File: src/rtl/if_stage.sv
// -----------------------------------------------------------------------------
// if_stage: instruction fetch stage and the IF/ID pipeline register.
//
// Holds the PC and drives a synchronous-read instruction memory, which returns
// data one enabled edge after the address is presented. The IF/ID register
// gives Decode a registered instruction, its PC and a valid bit.
//
// Ports
//   clk                in   rising-edge clock
//   reset              in   synchronous, active-high; overrides everything
//   stall              in   load-use stall; freezes fetch and IF/ID
//   flush              in   taken redirect from EX; overrides stall
//   redirect_pc        in   redirect target, used while flush=1
//   imem_addr          out  instruction memory address (the PC register)
//   imem_en            out  memory read enable; memory output holds when low
//   imem_rdata         in   word for the address latched on the last enabled edge
//   IF_ID_PC           out  PC of the instruction held in IF/ID
//   IF_ID_PCplus4      out  IF_ID_PC + 4, modulo 2^32
//   IF_ID_Instruction  out  instruction handed to Decode
//   IF_ID_valid        out  IF/ID holds a real instruction
// -----------------------------------------------------------------------------
module if_stage #(
  parameter logic [31:0] RESET_PC  = 32'h0000_0000,
  parameter logic [31:0] NOP_INSTR = 32'h0000_0013
) (
  input  logic        clk,
  input  logic        reset,
  input  logic        stall,
  input  logic        flush,
  input  logic [31:0] redirect_pc,
  output logic [31:0] imem_addr,
  output logic        imem_en,
  input  logic [31:0] imem_rdata,
  output logic [31:0] IF_ID_PC,
  output logic [31:0] IF_ID_PCplus4,
  output logic [31:0] IF_ID_Instruction,
  output logic        IF_ID_valid
);

  logic [31:0] pc_q, pc_d;
  logic [31:0] fetch_pc_q, fetch_pc_d;
  logic        fetch_valid_q, fetch_valid_d;
  logic [31:0] if_id_pc_q, if_id_pc_d;
  logic [31:0] if_id_instr_q, if_id_instr_d;
  logic        if_id_valid_q, if_id_valid_d;

  // Memory must also read on a flush edge, even under stall, so the redirect
  // is not held up; the word it returns is discarded via fetch_valid.
  assign imem_en   = ~reset & (flush | ~stall);
  assign imem_addr = pc_q;

  always_comb begin
    pc_d          = pc_q;
    fetch_pc_d    = fetch_pc_q;
    fetch_valid_d = fetch_valid_q;
    if_id_pc_d    = if_id_pc_q;
    if_id_instr_d = if_id_instr_q;
    if_id_valid_d = if_id_valid_q;
    if (flush) begin
      pc_d          = {redirect_pc[31:2], 2'b00};
      fetch_valid_d = 1'b0;
      if_id_pc_d    = 32'h0;
      if_id_instr_d = NOP_INSTR;
      if_id_valid_d = 1'b0;
    end else if (!stall) begin
      pc_d          = pc_q + 32'd4;
      fetch_pc_d    = pc_q;
      fetch_valid_d = 1'b1;
      if_id_pc_d    = fetch_pc_q;
      if_id_instr_d = imem_rdata;
      if_id_valid_d = fetch_valid_q;
    end
  end

  always_ff @(posedge clk) begin
    if (reset) begin
      pc_q          <= RESET_PC;
      fetch_pc_q    <= 32'h0;
      fetch_valid_q <= 1'b0;
      if_id_pc_q    <= 32'h0;
      if_id_instr_q <= NOP_INSTR;
      if_id_valid_q <= 1'b0;
    end else begin
      pc_q          <= pc_d;
      fetch_pc_q    <= fetch_pc_d;
      fetch_valid_q <= fetch_valid_d;
      if_id_pc_q    <= if_id_pc_d;
      if_id_instr_q <= if_id_instr_d;
      if_id_valid_q <= if_id_valid_d;
    end
  end

  assign IF_ID_PC          = if_id_pc_q;
  assign IF_ID_PCplus4     = if_id_pc_q + 32'd4;
  assign IF_ID_Instruction = if_id_instr_q;
  assign IF_ID_valid       = if_id_valid_q;

endmodule
File: config.mk
export PLATFORM = sky130hd
export DESIGN_NAME = if_stage
export DESIGN_NICKNAME = d
export VERILOG_FILES = /design/src/rtl/if_stage.sv
export SDC_FILE = /design/constraint.sdc
export NUM_CORES = 1
export LEC_CHECK = 0
export CAP_MARGIN = 0
export CORE_MARGIN = 1.5
export CORE_UTILIZATION = 45
export CTS_CLUSTER_SIZE = 16
export DETAILED_ROUTE_END_ITERATION = 12
export PLACE_DENSITY = 0.77
export SLEW_MARGIN = 10
export SYNTH_ARGS = -nofsm -noshare
export SYNTH_HDL_FRONTEND = slang
export SYNTH_SLANG_ARGS = --single-unit
File: constraint.sdc
create_clock -name clk -period 2.2 [get_ports clk]
set_input_delay 0.33 -clock clk [delete_from_list [all_inputs] [get_ports clk]]
set_output_delay 0.33 -clock clk [all_outputs]
set_load 0.03 [all_outputs]
=== After elaboration in Yosys (flattened, before gate mapping) ===
Cells that the tools add are included.

* Add/subtract/negate cells: 2
* Equal/unequal tests: 1
* Multiplexer cells: 2
* Bitwise gates (word level): 5
* Reduce and logical (&&, ||, !) cells: 2

{| class="wikitable"
|+ Operator list
! operator !! number
|-
| adder 32 x 3 -> 32 bit, second input constant || 2
|-
| 2-to-1 mux 32 bit || 2
|-
| inverter 1 bit || 3
|-
| != test 2 x 1 -> 1 bit, second input constant || 1
|-
| AND reduction 2 bit || 1
|-
| OR reduction 2 bit || 1
|-
| bitwise AND 1 bit || 1
|-
| OR 1 bit || 1
|}

* Register bits after elaboration: 130
* Input port bits: 68
* Logic and storage cells: 19

=== Logic depth before layout (Yosys ltp) ===
Gate-level depths: netlist (run 1).

* Depth after elaboration: 3
* Mapped depth: 6
* Depth with buffers taken out: 5

=== Least setup slack after synthesis (run 1) ===
Ideal clock, no wire load.

* Path type: register to output
* Start point: reg if_id_pc_q[6], in the netlist IF_ID_PC[6]
* End point: out IF_ID_PCplus4[29]
* Arrival: 2.289 ns
* Setup slack: -0.419 ns
* Cell stages (with the launch flop): 5
* Buffers on the path: 0
* Path through: dfxtp_1 > nand3_1 > nor4_1 > nand4_1 > xnor2_1

* Longest elaborated chain between the ends: 1

{| class="wikitable"
|+ RTL lines
! what !! RTL line !! source
|-
| from (decl) || 43 || <nowiki>logic [31:0] if_id_pc_q, if_id_pc_d;</nowiki>
|-
| from (signal assigned) || 87 || <nowiki>if_id_pc_q <= if_id_pc_d;</nowiki>
|-
| adder 32 x 3 -> 32 bit || 94 || <nowiki>assign IF_ID_PCplus4 = if_id_pc_q + 32'd4;</nowiki>
|-
| to (decl) || 35 || <nowiki>output logic [31:0] IF_ID_PCplus4,</nowiki>
|}

No other way between the ends.

=== Worst setup path in the final report (run 1) ===
* Start point: reg if_id_pc_q[8], in the netlist IF_ID_PC[8]
* End point: out IF_ID_PCplus4[24]

Same word-level chain as after synthesis.

==> run metrics, run 1 <==
status=finished, violations left; failing checks=setup timing; Pwr Density=655 nW/um^2; critical path class=flop to output port; Hold-fix buffers, CTS=0; n_diodes=0; Post-Route WL=16700 um; GRT Total Usage=0.254; Hold WC Path Type=primary input to flop; fill cell count=904; fin crit share=1.07; initial antenna violation count=0; ys async rst share=0; CTS clk-pin slew, worst paths=0.05 ns; worst hold stages=2; clk_skew=0.00585 ns; worst slew pin tran=0.669 ns; Finished Layout Cells=1053; maximum VDD drop=0.465 mV; first-pass GRT wire length=26400 um; CTS Buf Count=17; CP Max Fanout=5; Die Height=115 um; remaining antenna violation count=0; grt total ovfl=0; Startpoint Class=flop; final setup margin=-0.157 ns; HPWL Detailed=11700 um; post-route setup TNS=-1.80 ns; synthesized instance count=647; Die W=115 um; largest net degree at the start of global routing=39; placed cell count=1006; First-pass DRT Iterations=5; largest area contributor in the synthesized netlist=dfxtp_1; PortBufs=189; synthesized area=5620 sq um; Fin. Hold Viols=0; Leak Pwr=3.60 nW; multi-input logic area=3150 sq um; EDFF count, synth=0; Max Cap Viol=0; row count=40; synth top area cells=dfxtp_1, mux2i_1, nor2_1; I/O pins=198; Worst setup EP type=output port; Starting DRT DRC Count=423; Total Power=0.00581 W; detailed-route wire length per cell=15.8 um; layout cells sized above 1=0.190; DRC errors left=0; clock sink count=124; Final Setup Violations=16; Max-slew headroom=0.550; reg2reg path depth=4; commonest non-fill, non-tap cell in the layout=clkdlybuf4s50_1; number of H-tree levels=4; GPL Wtd Cong=0.809; Initial Util=0.464; RSZ-0062 raised after global routing=true; max-slew violation count=0; CTS tree=done; vias per inst=5.29; post-synth cell types=51; clock buffer depth=2; minimum clock period=2.36 ns; clk_lat worst skew=0.41 ns; via count=5571; Core Region=12100 sq um; crit path DAT=2.03 ns; commonest non-fill, non-tap cells in the layout=clkdlybuf4s50_1, dfxtp_1, nor2_1; Fmax=424 MHz; Die ar.=13200 sq um; WP data required=1.87 ns; Synth top area share=0.441; final net count=943; yosys warns=0; Area Growth Syn to Fin=57.7%; Synth Flop Type=dfxtp_1; syn_area_per_cell=8.69 sq um; synthesized flop and latch total=124; Seq/Total Area, Yosys=0.441; vias in the first global route=5266; clk root buf=clkbuf_16; Sequential Area=2510 sq um
[cells by family after synthesis]
kind of cell | synth area share
adders and majority gates | 0.00445
buffers and inverters | 0.0512
xor gates and xnor gates | 0.0623
muxes | 0.114
and+or+nand+nor | 0.231
other | 0.000667
AOI/OAI and AO/OA | 0.0952
DFF | 0.441
[layer usage]
metal,vias to the layer above,global-route usage,share of wire
li1,2699,-,-
met5,-,0,0
met4,0,0.109,0.024
met1,2598,0.332,0.43
met2,231,0.414,0.49
met3,43,0.0464,0.056
[repair_timing]
item / 4_1_cts / 5_1_grt
pin swaps: 17 / 22
setup endpoints to repair: 25 / 25
gates resized for setup: 55 / 18
setup buffers: 16 / 4
gates cloned: 0 / 0
[synthesized netlist by cell type (5+ instances only)]
library cell and instances:
clkbuf_1 35, nand2_1 90, xor2_1 9, a211oi_1 9
nand3_1 16, and2_1 5, dfxtp_1 124, nand4_1 18
nor2_1 91, and4_1 8, buf_4 7, xnor2_1 31
nor4_1 7, mux2i_1 64, and3_1 5, inv_1 11
a21oi_1 41, a311oi_1 11
[worst max-delay path, stage by stage (launching register included)]
cell and delay [ns]:
dfxtp_1 0.39, nand3_4 0.16, nor4_4 0.38, buf_4 0.21, buf_4 0.11, nand2_2 0.06, xnor2_2 0.16, buf_6 0.15
[registers in the layout, summed over array words and instances, names as in the netlist]
name,count
IF_ID_Instruction,32
IF_ID_PC,30
IF_ID_valid,1
fetch_pc_q,30
fetch_valid_q,1
imem_addr,30
[final timing paths]
check        slack (ns)           endpoint           from
max               -0.16  IF_ID_PCplus4[24]    IF_ID_PC[8]
min                0.33       imem_addr[3]          reset
max reg2reg        0.24      imem_addr[31]  imem_addr[14]
min reg2reg        0.46      fetch_pc_q[3]  fetch_pc_q[3]
[final cells by class]
type                            count  share of cell area
Multi-Input combinational cell    467               0.355
Tap cell                          168              0.0237
Sequential cell                   124               0.283
Clock inverter                     11              0.0137
Timing Repair Buffer              252               0.270
Clock buffer                       20              0.0504
Inverter                           11             0.00466
[power by group]
part	switching, W	total (W)	leakage (nW)	internal, W
logic	0.000391	0.000732	2.31	0.000341
clock network	0.000999	0.00268	0.276	0.00168
registers	0.0000773	0.00239	1.02	0.00232
total	0.00147	0.00581	3.60	0.00434
[through the flow]
| step | cell area (sq um) | hold slack, ns | setup slack [ns] | util |
|---|---|---|---|---|
| global route | 8860 | 0.337 | -0.241 | 0.732 |
| CTS | 8790 | 0.313 | -0.244 | 0.726 |
| finish | 8860 | 0.334 | -0.157 | 0.732 |
| global placement | 7960 | 0.434 | 0.0706 | 0.658 |
| detailed placement | 7960 | 0.444 | 0.0410 | 0.658 |
| floorplan | 5810 | 0.425 | 0.0138 | - |
Power figures use the tool's default switching activity.
==> run 2: changes to the inputs <==
--- a/constraint.sdc
+++ b/constraint.sdc
@@ -3,2 +3,2 @@
 set_output_delay 0.33 -clock clk [all_outputs]
-set_load 0.03 [all_outputs]
+set_load 0.1 [all_outputs]
==> run 2 against run 1 <==
Compared with the run above: the flow still finishes with violations (setup timing); global-route usage shrank 0.88 points; clock skew shrank 0.0011 ns; register-to-register slack is essentially flat; first-iteration DRC count shrank 23%; cell count shrank 2.0%; critical endpoint is now IF_ID_PCplus4[28].
==> run metrics, run 2 (synthesis results as in run 1) <==
fill cell count=841; worst slew pin tran=1.12 ns; maximum VDD drop=0.458 mV; commonest non-fill, non-tap cell in the layout=buf_4; PortBufs=189; reg2reg start=imem_addr[9]; initial antenna violation count=0; Initial Util=0.464; max FFs per register=32; Fin. Hold Viols=0; n_diodes=0; Core Region=12100 sq um; failing checks=setup timing; Pwr Density=671 nW/um^2; layout cells sized above 1=0.359; max-slew violation count=0; CP max stage delay=0.34 ns; crit path DAT=2.07 ns; CP Max Fanout=7; Die W=115 um; Fmax=417 MHz; I/O pins=198; DRC errors left=0; row count=40; clk_lat worst skew=0.40 ns; Startpoint Class=flop; clock sink count=124; Max Cap Viol=0; CTS clk-pin slew, worst paths=0.05 ns; status=finished, violations left; WP data required=1.87 ns; Stages on worst setup path=6; largest net degree at the start of global routing=55; Hold WC Path Type=primary input to flop; detailed-route wire length per cell=15.5 um; Reg2Reg Capture Point=imem_addr[27]; reg2reg path depth=4; Final Setup Violations=19; Worst setup EP type=output port; clk root buf=clkbuf_16; GRT Total Usage=0.245; Post-Route WL=16000 um; critical path class=flop to output port; worst-path cell chain=nand4_1, nor4_4, buf_6, nand4_1, xnor2_4, buf_12; most used cell, CP=nand4_1; Worst Path Buf+Inv=2; commonest non-fill, non-tap cells in the layout=buf_4, nor2_1, nand2_1; grt total ovfl=0; post-route setup TNS=-2.35 ns; HPWL Detailed=11400 um; Leak Pwr=3.86 nW; Die Height=115 um; CTS tree=done; final setup margin=-0.197 ns; First-pass DRT Iterations=6; minimum clock period=2.40 ns; RSZ-0062 raised after global routing=true; Area Growth Syn to Fin=64.9%; CP max-delay cell=dfxtp_4; Starting DRT DRC Count=325; CTS Buf Count=17; GPL Wtd Cong=0.818; Max-slew headroom=0.255; Fin Hold WS=0.233 ns; final net count=921; Die ar.=13200 sq um; remaining antenna violation count=0; crit path launch=IF_ID_PC[12]; Critical Path Sink=IF_ID_PCplus4[28]; via count=5434; vias per inst=5.27; clock buffer depth=2; kind of cell adding the most delay to the critical path=simple AND/OR/NAND/NOR gates; final instance area=9270 sq um; number of H-tree levels=4; clk_skew=0.00473 ns; Reg2Reg Setup Slack=0.23 ns; fin crit share=1.09; placed instance area=8370 sq um; vias in the first global route=5106; first-pass GRT wire length=25800 um
-- run 2: final cells by class --
class	instances	area, sq um	area share
clock buffer	21	503	0.0543
sequential	124	2610	0.282
inverter	11	41.3	0.00445
tap	168	210	0.0227
timing repair buffer	230	2250	0.243
clock inverter	11	101	0.0109
multi-input combinational	467	3550	0.383
-- run 2: per-layer routing --
| layer | track usage | wire [um] | share of wire | up-vias |
|---|---|---|---|---|
| li1 | - | - | - | 2672 |
| met1 | 0.330 | 7120 | 0.44 | 2571 |
| met2 | 0.408 | 7980 | 0.50 | 169 |
| met3 | 0.0390 | 697 | 0.044 | 22 |
| met4 | 0.0757 | 214 | 0.013 | 0 |
| met5 | 0 | 0 | 0 | - |
-- run 2: how the worst min path moves through the flow --
| stage | start | end | cells after the start |
|---|---|---|---|
| after floorplan | fetch_valid_q | fetch_valid_q | 2 |
| after global placement | fetch_valid_q | fetch_valid_q | 2 |
| after CTS | reset | imem_addr[25] | 2 |
| final | reset | imem_addr[25] | 2 |
| after global routing | reset | imem_addr[31] | 2 |
| after detailed placement | fetch_pc_q[9] | fetch_pc_q[9] | 2 |
-- run 2: worst register-to-register path, delay by kind of cell (launching register included) --
kind	cells	cell delay, ns
AND/OR/NAND/NOR	3	1.23
flip-flops	1	0.41
AO/OA/AOI/OAI	1	0.25
-- run 2: per-stage QoR --
stage                     power, W  setup slack (ns)  instances   util
final                      0.00622            -0.197       1032  0.765
after global routing       0.00641            -0.298       1032  0.765
after CTS                  0.00624            -0.225       1025  0.756
after detailed placement   0.00349            0.0987        979  0.691
after global placement     0.00347             0.123        979  0.691
after floorplan            0.00319            -0.425        652      -
-- run 2: power breakdown --
part           internal [W]  switching, W
logic              0.000313      0.000729
clock network       0.00175       0.00101
registers           0.00230      0.000105
total               0.00437       0.00185
-- run 2: timing repair --
item	CTS	global route
endpoints found under the setup margin	20	22
gates resized for setup	16	13
setup buffers	14	7
gates cloned	0	0
hold buffers	0	0
endpoints found under the hold margin	0	0
pin swaps	18	17
